==> config.mk <==
export PLATFORM = sky130hd
export DESIGN_NAME = minterm_mux_sweeper
export DESIGN_NICKNAME = d
export VERILOG_FILES = /design/src/rtl/mux_sweep_pkg.sv /design/src/rtl/mux_input_folder.sv /design/src/rtl/minterm_mux_sweeper.sv
export SDC_FILE = /design/constraint.sdc
export NUM_CORES = 1
export LEC_CHECK = 0
export BUFFER_PORTS_ARGS = -buffer_cell sky130_fd_sc_hd__buf_2
export CAP_MARGIN = 20
export CORE_MARGIN = 2
export CORE_UTILIZATION = 50
export DETAILED_ROUTE_END_ITERATION = 16
export MAX_ROUTING_LAYER = met4
export PLACE_DENSITY = 0.82
export SYNTH_ARGS = -nofsm -noshare
export SYNTH_HDL_FRONTEND = slang
export SYNTH_HIERARCHICAL = 1
export SYNTH_SLANG_ARGS = --single-unit
==> constraint.sdc <==
create_clock -name clk -period 1.9 [get_ports clk]
set_input_delay 0.095 -clock clk [delete_from_list [all_inputs] [get_ports clk]]
set_output_delay 0.095 -clock clk [all_outputs]
set_load 0.05 [all_outputs]
==> src/rtl/mux_sweep_pkg.sv <==
// Shared types and helpers for the minterm MUX sweeper.
// Provides fold codes, FSM states, sizing constants and the fold function.
package mux_sweep_pkg;

    localparam int N_VARS  = 4;
    localparam int N_LINES = 8;

    typedef enum logic [1:0] {
        ZERO = 2'd0,
        ONE  = 2'd1,
        P    = 2'd2,
        NP   = 2'd3
    } fold_code_t;

    typedef enum logic [1:0] {
        IDLE,
        DRIVE,
        DONE
    } state_t;

    // m0 is the minterm with P=0, m1 the one with P=1 for the same Q,R,S.
    function automatic fold_code_t fold(input logic m0, input logic m1);
        fold_code_t c;
        c = ZERO;
        unique case ({m1, m0})
            2'b00: c = ZERO;
            2'b11: c = ONE;
            2'b10: c = P;
            2'b01: c = NP;
            default: c = ZERO;
        endcase
        return c;
    endfunction

    function automatic logic apply_code(input fold_code_t c, input logic p);
        logic v;
        v = 1'b0;
        unique case (c)
            ZERO: v = 1'b0;
            ONE:  v = 1'b1;
            P:    v = p;
            NP:   v = ~p;
            default: v = 1'b0;
        endcase
        return v;
    endfunction

endpackage

==> src/rtl/mux_input_folder.sv <==
// Folds a 16-bit minterm mask into 8 MUX data-line codes and levels.
// Ports: mask_i (latched mask), var_p_i (current P), mux_data_o (lines A..H).
module mux_input_folder
    import mux_sweep_pkg::*;
(
    input  logic [2*N_LINES-1:0] mask_i,
    input  logic                 var_p_i,
    output logic [N_LINES-1:0]   mux_data_o
);

    fold_code_t codes [N_LINES];

    always_comb begin
        for (int j = 0; j < N_LINES; j++) begin
            codes[j]      = fold(mask_i[j], mask_i[j+N_LINES]);
            mux_data_o[j] = apply_code(codes[j], var_p_i);
        end
    end

endmodule

==> src/rtl/minterm_mux_sweeper.sv <==
// Sweeps F(P,Q,R,S) through an external 8:1 MUX and captures Y per minterm.
// Ports: clk, rst_n (sync, active-low), start, minterm_mask -> mux_sel,
//   mux_data, var_p to the MUX; mux_y back; busy, done, captured,
//   mismatch_cnt, err status. Define MSWEEP_SELFCHECK_EN to compare Y
//   against the mask; otherwise mismatch_cnt and err read 0.
module minterm_mux_sweeper
    import mux_sweep_pkg::*;
#(
    parameter int unsigned SETTLE = 2
) (
    input  logic         clk,
    input  logic         rst_n,
    input  logic         start,
    input  logic [15:0]  minterm_mask,
    output logic [2:0]   mux_sel,
    output logic [7:0]   mux_data,
    output logic         var_p,
    input  logic         mux_y,
    output logic         busy,
    output logic         done,
    output logic [15:0]  captured,
    output logic [4:0]   mismatch_cnt,
    output logic         err
);

    localparam int unsigned CW = (SETTLE > 1) ? $clog2(SETTLE) : 1;
    localparam logic [CW-1:0] CNT_LAST = CW'(SETTLE - 1);

    state_t              state_q, state_d;
    logic [N_VARS-1:0]   idx_q, idx_d;
    logic [CW-1:0]       cnt_q, cnt_d;
    logic [15:0]         mask_q, mask_d;
    logic [15:0]         cap_q, cap_d;

`ifdef MSWEEP_SELFCHECK_EN
    logic [4:0]          mm_q, mm_d;
    logic                err_q, err_d;
`endif

    always_comb begin
        state_d = state_q;
        idx_d   = idx_q;
        cnt_d   = cnt_q;
        mask_d  = mask_q;
        cap_d   = cap_q;
`ifdef MSWEEP_SELFCHECK_EN
        mm_d    = mm_q;
        err_d   = err_q;
`endif
        unique case (state_q)
            IDLE: begin
                if (start) begin
                    mask_d  = minterm_mask;
                    cap_d   = '0;
                    idx_d   = '0;
                    cnt_d   = '0;
                    state_d = DRIVE;
`ifdef MSWEEP_SELFCHECK_EN
                    mm_d    = '0;
                    err_d   = 1'b0;
`endif
                end
            end
            DRIVE: begin
                if (cnt_q == CNT_LAST) begin
                    cnt_d        = '0;
                    cap_d[idx_q] = mux_y;
`ifdef MSWEEP_SELFCHECK_EN
                    if (mux_y != mask_q[idx_q] && mm_q != 5'd16)
                        mm_d = mm_q + 5'd1;
`endif
                    if (idx_q == 4'hF) begin
                        state_d = DONE;
`ifdef MSWEEP_SELFCHECK_EN
                        // include the final capture's compare
                        err_d   = (mm_d != 5'd0);
`endif
                    end else begin
                        idx_d = idx_q + 4'd1;
                    end
                end else begin
                    cnt_d = cnt_q + CW'(1);
                end
            end
            DONE: state_d = IDLE;
            default: state_d = IDLE;
        endcase
    end

    always_ff @(posedge clk) begin
        if (!rst_n) begin
            state_q <= IDLE;
            idx_q   <= '0;
            cnt_q   <= '0;
            mask_q  <= '0;
            cap_q   <= '0;
`ifdef MSWEEP_SELFCHECK_EN
            mm_q    <= '0;
            err_q   <= 1'b0;
`endif
        end else begin
            state_q <= state_d;
            idx_q   <= idx_d;
            cnt_q   <= cnt_d;
            mask_q  <= mask_d;
            cap_q   <= cap_d;
`ifdef MSWEEP_SELFCHECK_EN
            mm_q    <= mm_d;
            err_q   <= err_d;
`endif
        end
    end

    mux_input_folder u_folder (
        .mask_i     (mask_q),
        .var_p_i    (idx_q[3]),
        .mux_data_o (mux_data)
    );

    assign mux_sel  = idx_q[2:0];
    assign var_p    = idx_q[3];
    assign busy     = (state_q == DRIVE);
    assign done     = (state_q == DONE);
    assign captured = cap_q;

`ifdef MSWEEP_SELFCHECK_EN
    assign mismatch_cnt = mm_q;
    assign err          = err_q;
`else
    assign mismatch_cnt = 5'd0;
    assign err          = 1'b0;
`endif

endmodule

# Word level (Yosys, flattened, before mapping)
# Index checks and enable logic that the tools add are counted.
# W data, S select, Z words.
# word_totals
register_bits	39
input_bits	20
out_inout_bits	36
# op_classes
add_sub_neg	2
magnitude_cmp	2
eq_ne	55
muxes	33
bitwise	1
n_reduce_logical	24
# ops
operator	count
$eq A2 B2 Y1 const B	33
$pmux W2 S4	8
$eq A2 B1 Y1 const B	17
$logic_not A2 Y1	17
$mux W16	2
$pmux W1 S4	8
$pmux W16 S2	1
$bwmux W16	1
$mux W4	3
$pmux W4 S2	1
$mux W2	3
$reduce_and A3 Y1	2
$lt A4 B5 Y1 const B	1
$add A4 B1 Y4 const B	1
$demux W1 S4	1
$eq A4 B4 Y1 const B	1
$ge A4 B1 Y1 const B	1
$ne A2 B1 Y1 const B	2
$ne A2 B2 Y1 const B	2
$pmux W2 S2	1
$reduce_and A2 Y1	2
$reduce_and A4 Y1	1
$mux W1	3
$pmux W1 S2	1
other kinds (4)	4

# Logic depth before layout (Yosys ltp)
# Gate-level depths: netlist of the first run.
# logic_depth
ltp_word	7
ltp_mapped	6
mapped_depth_nobuf	5

# Modules after synthesis
# The synthesis of the first run kept the hierarchy.
# by_module_without_submodules
module	n_inst	cells_per_inst	area_each_um2	seq_area_each_um2
minterm_mux_sweeper	1	223	1854.3	780.7
mux_input_folder	1	9	131.4	0.0

# Worst setup path before layout of the first run
# OpenSTA, ideal clock, no wires.
# synth_timing
path_kind	register to register
start	register idx_q[0]
end	register idx_q[2]
setup_time_ps	116
arrival_time_ps	1555
required_ps	1784
setup_slack_ps	229
path_stages_with_launch	5
path_buffers	0
period_less_slack_ps	1671
cell_sequence	dfxtp_1 ha_1 nand3b_1 a211o_1 and3_1
# synth_between
elab_chain_len	4
elab_cells_between_ends	7
# synth_rtl
item	line_no	text
start: declaration	minterm_mux_sweeper.sv:30	logic [N_VARS-1:0] idx_q, idx_d;
start signal: assignment	minterm_mux_sweeper.sv:103	idx_q <= idx_d;
$add A4 B1 Y4	minterm_mux_sweeper.sv:79	idx_d = idx_q + 4'd1;
$mux W4	minterm_mux_sweeper.sv:72	if (idx_q == 4'hF) begin
$mux W4	minterm_mux_sweeper.sv:65	if (cnt_q == CNT_LAST) begin
$pmux W4 S2	minterm_mux_sweeper.sv:50	unique case (state_q)
# Parallel ways exist; a longest one is shown, timed or not. The select of a mux whose other input is x is not followed.
# A chain may end at the register's enable or synchronous reset.

# Worst setup path after layout of the first run
# layout_timing
start	register state_q[0]
end	output busy
# layout_between
elab_chain_len	1
# layout_rtl
item	line_no	text
start: declaration	minterm_mux_sweeper.sv:29	state_t state_q, state_d;
start signal: assignment	minterm_mux_sweeper.sv:102	state_q <= state_d;
$eq A2 B1 Y1	minterm_mux_sweeper.sv:122	assign busy = (state_q == DRIVE);
end: declaration	minterm_mux_sweeper.sv:19	output logic busy,
# Every way passes these cells.

==> results of run 1 <==
-- how the worst max path moves through the flow --
stage	end	depth (start not counted)
2_1_floorplan	idx_q[2]$_SDFFE_PN0P_	4
3_3_place_gp	idx_q[1]$_SDFFE_PN0P_	4
3_5_place_dp	captured[13]$_SDFFE_PN0P_	3
4_1_cts	busy	3
5_1_grt	captured[6]$_SDFFE_PN0P_	3
6_report	busy	3
-- layer usage --
| layer | wire [um] | global-route usage [%] | vias to the layer above |
|---|---|---|---|
| li1 | - | - | 914 |
| met4 | 104 | 11.2 | 0 |
| met2 | 2210 | 34.8 | 96 |
| met3 | 348 | 6.42 | 15 |
| met5 | 0 | - | - |
| met1 | 2070 | 28.5 | 840 |
-- per-stage QoR --
step / total power, uW / cells / instance area (um2) / util, % / hold slack, ns
6_report: 1790 / 324 / 2320 / 61.9 / 0.0327
5_1_grt: 1860 / 324 / 2320 / 61.9 / 0.0259
4_1_cts: 1800 / 324 / 2320 / 61.9 / 0.0285
3_5_place_dp: 1100 / 316 / 2200 / 58.8 / 0.343
3_3_place_gp: 1090 / 316 / 2200 / 58.8 / 0.335
2_1_floorplan: 1060 / 237 / 2000 / - / 0.228
-- final cells by class --
class | count | area [um2]
Tap cell | 48 | 60.1
Multi-Input combinational cell | 163 | 1020
Inverter | 9 | 33.8
Sequential cell | 39 | 781
Clock inverter | 2 | 35.0
Clock buffer | 6 | 82.6
Fill cell | 327 | 1430
Timing Repair Buffer | 57 | 305
-- cells in the final DEF, fill, tap and decap left out, drive strengths merged, types with 2 or more instances in the layout --
cell type  count
a31oi         16
o21ai         17
o311ai        14
buf           57
mux2           8
and3           2
dfxtp         39
a21oi         16
conb           6
o22ai          2
clkinv         2
nand4          3
nor2b          4
nand2         37
nor2           2
clkbuf         6
nand3         18
inv            8
ha             4
-- flip-flops by register name, indices dropped and copies added (netlist names) --
name	flops
captured	16
cnt_q	1
state_q	2
idx_q	4
mask_q	16
-- power groups by stage --
stage	Clock (uW)	Sequential (uW)	Combinational, uW
after global placement	0	875	214
after floorplan	0	873	184
final	715	858	219
after CTS	722	858	219
after detailed placement	0	877	218
after global routing	761	861	235
-- logic make-up after synthesis --
| group | Yosys count | share of synthesized area [%] |
|---|---|---|
| mux | 9 | 6.55 |
| other cells | 1 | 0.189 |
| simple gates | 73 | 17.9 |
| flops | 39 | 39.3 |
| buf+inv | 35 | 10.2 |
| fa+ha+maj | 4 | 2.52 |
| compound gates | 71 | 23.3 |
-- synthesized netlist by cell type (all sizes together) (2+ instances only) --
cell	number
o311ai	14
buf	19
o21ai	17
and3	2
clkbuf	7
nand4	3
ha	4
nor2	2
mux2	8
o22ai	2
nand2	37
a21oi	16
inv	8
a31oi	16
nand3	18
nor2b	4
dfxtp	39
-- worst max-delay path, stage by stage, from the launching register on --
cell and delay, ns:
dfxtp_1 0.56, nor2b_1 0.19, buf_4 0.25, buf_2 0.30
==> out/results.tsv, run 1 <==
stage	metric	value	unit
clock_tree	Clock Tree Buf Depth	2	
synth	post-synth top area share	39.3	%
die	Die Y	67.0	um
global_routing	antenna violations before repair	0	
worst_setup_path	WP data arrival	1.60	ns
synth	ys flop type	dfxtp_1	
synth	mapped cell area	1990	um2
detailed_routing	Routed Antenna Nets	0	
worst_setup_path	crit path from	state_q[0]$_SDFFE_PN0P_	
die	initial core utilization	53.0	%
cells_and_area	Final #Nets	299	
detailed_routing	DR vias	1865	
worst_setup_path	worst reg2reg path endpoint	captured[6]$_SDFFE_PN0P_	
synth	flops & latches, synth	39	
clock_tree	cts hold-fix bufs	0	
die	CORE AREA	3740	um2
timing	relative slew slack	60.3	%
timing	achievable frequency	591	MHz
timing	RSZ-0062 raised after global routing	false	
pwr	LEAKAGE	0.000953	uW
worst_setup_path	crit path kind	reg -> out	
clock_tree	clock insertion delay at the later pin of the skew report	0.29	ns
cells_and_area	Layout area overhead	16.8	%
timing	Setup Skew	0.00259	ns
detailed_routing	WL/cell	14.6	um
synth	part of the Yosys area used for sequential elements	39.3	%
global_routing	first-pass GRT wire length	7.66	mm
cells_and_area	# diodes	0	
die	num ports	56	
global_routing	largest net degree at the start of global routing	22	
synth	Synth area leaders	dfxtp_1 39%, nand2_1 7.0%, o311ai_0 6.2%	
worst_setup_path	RR Startpoint	state_q[1]$_SDFFE_PN0P_	
clock_tree	clock sink count	39	
clock_tree	post-CTS setup buffer count	0	
clock_tree	CTS clk-pin slew, worst paths	0.07	ns
clock_tree	TritonCTS clock tree	done	
run	total of max-cap violations	0	
place	pre-CTS setup slack	0.307	ns
die	die area	4490	um2
worst_setup_path	Reg2Reg Setup Slack	0.26	ns
worst_setup_path	CP startpoint kind	register	
clock_tree	root buf cell	clkbuf_8	
timing	Final TNS setup	0	ns
timing	slew of the pin with the lowest slew margin	0.594	ns
global_routing	vias in the first global route	1678	
timing	endpoints failing setup	0	
place	Port Buffers	49	
clock_tree	H-tree depth	2	
pwr	VDD IR-drop max	416	uV
hold_path	Worst Hold Depth	3	
global_routing	Total Routing Usage GR	23.1	%
synth	Post-synth ARST share	0	%
worst_setup_path	critical-path maximum fanout	21	
detailed_routing	DR iter-0 viols	137	
clock_tree	CTS Buf Count	5	
die	DIE WIDTH	67.0	um
pwr	Sw Ratio	25.6	%
place	Final Wtd Congestion	0.894	
global_routing	total gr overflow	0	
worst_setup_path	path depth of the worst reg2reg path	3	
worst_setup_path	Data required, critical path	1.80	ns
timing	Slew Limit Fails	0	
hold_path	hold wc startpoint	minterm_mask[12]	
synth	Mean Syn Cell Area	8.56	um2
pwr	Switch Pwr	458	uW
detailed_routing	WL final	4.73	mm
detailed_routing	vias per cell	5.76	
die	Rows	22	
worst_setup_path	Worst setup EP type	output pin	
timing	Hold Fails Final Rpt	0	
synth	synth warn	6	
timing	min Tclk post-route	1.69	ns
detailed_routing	DRC	0	
run_status	outcome	completed	
pwr	clock share of power	39.9	%
pwr	sequential share of power	47.9	%
hold_path	Hold Path Class	in -> reg	
pwr	Gate power share	12.2	%
pwr	Pwr Density	773	nW/um2
place	Detail Placement HPWL	3.33	mm
synth	Yosys top cell by area	dfxtp_1	
synth	EDFF count, synth	0	
timing	post-route clock period utilization	89.1	%
hold_path	Hold EP	mask_q[12]$_SDFFE_PN0P_	
clock_tree	CTS resizes	0	
synth	Syn Inst Count	232	
pwr	Pint	1330	uW
timing	Final WS setup	0.207	ns
cells_and_area	fraction of layout cells with a size suffix above 1	27.9	%
detailed_routing	drt pass-1 iters	5	
synth	Unique masters post-synth	35	
(Power assumes the default switching activity.)
==> run 2: changes to the inputs <==
--- a/config.mk
+++ b/config.mk
@@ -14,5 +14,4 @@
 export PLACE_DENSITY = 0.82
 export SYNTH_ARGS = -nofsm -noshare
 export SYNTH_HDL_FRONTEND = slang
-export SYNTH_HIERARCHICAL = 1
 export SYNTH_SLANG_ARGS = --single-unit
==> run 2 against run 1 <==
Against the previous run: first-iteration DRC count grew 8.0%; critical path type unchanged; critical endpoint unchanged; wire length decreased by 2.6%; largest cell class unchanged; clock power down 22%; highest routed layer unchanged.
==> out/results.tsv, run 2 <==
stage	metric	value	unit	change
hold_path	Hold Path Class	in -> reg		
synth	Unique masters post-synth	40		+14%
synth	synth warn	0		-6
place	dpl cell area	2240	um2	+1.9%
synth	Post-Synth Adder-Cell Area	2.45	%	-0.068 points
detailed_routing	Routed Antenna Nets	0		unchanged
timing	Hold Fails Final Rpt	0		unchanged
pwr	Pwr Density	723	nW/um2	-6.4%
cells_and_area	Filler Cell Count	370		+13%
cells_and_area	Final #Nets	312		+4.3%
place	Port Buffers	49		unchanged
clock_tree	CTS Buf Count	5		unchanged
clock_tree	CTS clk-pin slew, worst paths	0.07	ns	about the same
die	num ports	56		unchanged
synth	ys flop type	dfxtp_1		
worst_setup_path	critical-path maximum fanout	17		-19%
global_routing	largest net degree at the start of global routing	26		+18%
detailed_routing	drt pass-1 iters	4		-1
synth	top post-synthesis cells by count	39 x dfxtp_1, 34 x nand2_1, 30 x nand3_1		
clock_tree	CTS resizes	0		unchanged
detailed_routing	WL/cell	13.6	um	-6.7%
worst_setup_path	Data required, critical path	1.80	ns	about the same
synth	Synth Area in XOR/XNOR	0.429	%	+0.43 points
place	Final Wtd Congestion	0.821		-8.1%
global_routing	total gr overflow	0		unchanged
synth	Syn Inst Count	247		+6.5%
detailed_routing	DRC	0		unchanged
timing	endpoints failing setup	0		unchanged
detailed_routing	Max Used Layer	met4		
place	pre-CTS setup slack	0.376	ns	+0.0691 ns
synth	mux contribution to synthesized area	4.90	%	-1.6 points
cells_and_area	fraction of layout cells with a size suffix above 1	28.8	%	+0.92 points
timing	Setup Skew	0.00207	ns	-0.000525 ns
die	CORE AREA	3970	um2	+6.1%
synth	largest family of logic cells by synthesized area	simple AND/OR/NAND/NOR gates		
worst_setup_path	RR Startpoint	state_q[0]$_SDFFE_PN0P_		
hold_path	hold wc startpoint	minterm_mask[10]		
detailed_routing	DR iter-0 viols	148		+8.0%
pwr	Pint	1210	uW	-9.2%
pwr	LEAKAGE	0.000941	uW	-1.2%
synth	flops & latches, synth	39		unchanged
clock_tree	TritonCTS clock tree	done		
clock_tree	Clock Tree Buf Depth	2		unchanged
synth	compound-gate portion of the synthesized area	18.5	%	-4.9 points
synth	post-synth top area share	38.3	%	-1.1 points
synth	EDFF count, synth	0		unchanged
global_routing	antenna violations before repair	0		unchanged
clock_tree	cts hold-fix bufs	0		unchanged
cells_and_area	most frequent cells in the layout	49 x buf_2, 39 x dfxtp_1, 34 x nand2_1, 30 x nand3_1, 17 x a21oi_1		
cells_and_area	# diodes	0		unchanged
clock_tree	root buf cell	clkbuf_8		
detailed_routing	detailed route wirelength on metal3	291	um	-16%
synth	mapped cell area	2040	um2	+2.8%
hold_path	Worst Hold Depth	3		unchanged
synth	part of the Yosys area used for sequential elements	38.3	%	-1.1 points
place	Detail Placement HPWL	3.25	mm	-2.4%
global_routing	vias in the first global route	1602		-4.5%
timing	RSZ-0062 raised after global routing	false		
pwr	clock share of power	33.0	%	-6.9 points
pwr	sequential share of power	51.3	%	+3.4 points
cells_and_area	Design Area, Final	2330	um2	+0.49%
global_routing	Total Routing Usage GR	21.5	%	-1.6 points
run_status	outcome	completed		
timing	post-route clock period utilization	91.4	%	+2.3 points
pwr	VDD IR-drop max	361	uV	-13%
detailed_routing	WL final	4.61	mm	-2.6%
worst_setup_path	Worst setup EP type	output pin		
timing	achievable frequency	576	MHz	-2.5%
pwr	Power Total	1680	uW	-5.9%
detailed_routing	Met1 Routed Length	2.13	mm	+2.8%
run	total of max-cap violations	0		unchanged
die	DIE WIDTH	67.9	um	+1.3%
detailed_routing	vias per cell	5.46		-5.1%
synth	Yosys top cell by area	dfxtp_1		
worst_setup_path	crit path kind	reg -> out		
clock_tree	clock insertion delay at the later pin of the skew report	0.28	ns	about the same
synth	Mean Syn Cell Area	8.26	um2	-3.5%
clock_tree	post-CTS setup buffer count	0		unchanged
timing	min Tclk post-route	1.74	ns	+0.0438 ns
cells_and_area	most common cell after layout, fill and taps aside	buf_2		
die	Rows	23		+4.5%
synth	Post-synth ARST share	0	%	unchanged
worst_setup_path	WP data arrival	1.64	ns	+0.04 ns
clock_tree	H-tree depth	2		unchanged
detailed_routing	DR vias	1846		-1.0%
timing	Final TNS setup	0	ns	unchanged
pwr	Gate power share	15.7	%	+3.5 points
global_routing	first-pass GRT wire length	7.26	mm	-5.2%
clock_tree	clock sink count	39		unchanged
worst_setup_path	path depth of the worst reg2reg path	4		+1
cells_and_area	Layout area overhead	14.2	%	
worst_setup_path	CP startpoint kind	register		
synth	Synth area leaders	dfxtp_1 38%, nand3_1 7.4%, nand2_1 6.3%		
synth	most common cell in the netlist	dfxtp_1		
timing	Slew Limit Fails	0		unchanged
die	die area	4610	um2	+2.6%
die	initial core utilization	51.4	%	-1.7 points
synth	Synth Area in Simple Gates	23.0	%	+5.1 points
worst_setup_path	crit path from	state_q[0]$_SDFFE_PN0P_		
pwr	Sw Ratio	28.2	%	+2.6 points
timing	Final WS setup	0.164	ns	-0.0438 ns
pwr	Switch Pwr	475	uW	+3.6%
detailed_routing	met2 wire length	2.12	mm	-4.1%
die	Die Y	67.9	um	+1.3%
run 2: changes by cell type after synthesis, moves of 6 or more:
cell      change
mux2_2        +8
nand3b_1      +6
o311ai_0     -12
nand3_1      +12
mux2_4        -8
run 2: layout make-up:
cell class	instances	area, um2	share of cell area, %
inverter	9	36.3	1.56
tap	50	62.6	2.69
clock inverter	1	5.00	0.215
timing repair buffer	61	335	14.4
clock buffer	6	82.6	3.54
sequential	39	781	33.5
multi-input combinational	172	1030	44.1
run 2: stage by stage:
stage               instances  hold WS (ns)  utilization, %
CTS                       338        0.0323            58.7
floorplan                 252         0.231               -
detailed placement        331         0.339            56.5
global placement          331         0.337            56.5
finish                    338        0.0408            58.7
global route              338        0.0449            58.7
run 2: final timing paths:
check | end | slack [ns]
worst min register to register | mask_q[7]$_SDFFE_PN0P_ | 0.46
worst max register to register | idx_q[1]$_SDFFE_PN0P_ | 0.34
worst min-delay path | mask_q[10]$_SDFFE_PN0P_ | 0.04
worst max-delay path | busy | 0.16
run 2: cell families (layout without fill, tap and decap cells):
kind of cell,Yosys count,count (layout)
adders and majority gates,4,4
AOI/OAI and AO/OA,62,62
xor gates and xnor gates,1,1
DFF,39,39
buffers and inverters,41,77
and+or+nand+nor,90,90
muxes,9,9
other,1,6
run 2: layer usage:
| layer | up-vias | track usage (%) |
|---|---|---|
| met5 | - | - |
| met1 | 838 | 28.0 |
| met3 | 7 | 4.28 |
| met4 | 0 | 9.00 |
| met2 | 63 | 32.8 |
| li1 | 938 | - |
run 2: power by group through the flow:
| stage | clock network [uW] | logic [uW] | registers (uW) |
|---|---|---|---|
| after floorplan | 0 | 230 | 878 |
| after global placement | 0 | 259 | 881 |
| after detailed placement | 0 | 263 | 883 |
| after CTS | 572 | 263 | 865 |
| after global routing | 605 | 287 | 868 |
| final | 556 | 264 | 865 |
run 2: worst max-delay path, stage by stage, from the launching register on:
cell and delay [ns]:
dfxtp_1 0.52, nand2b_1 0.28, inv_4 0.25, buf_2 0.30
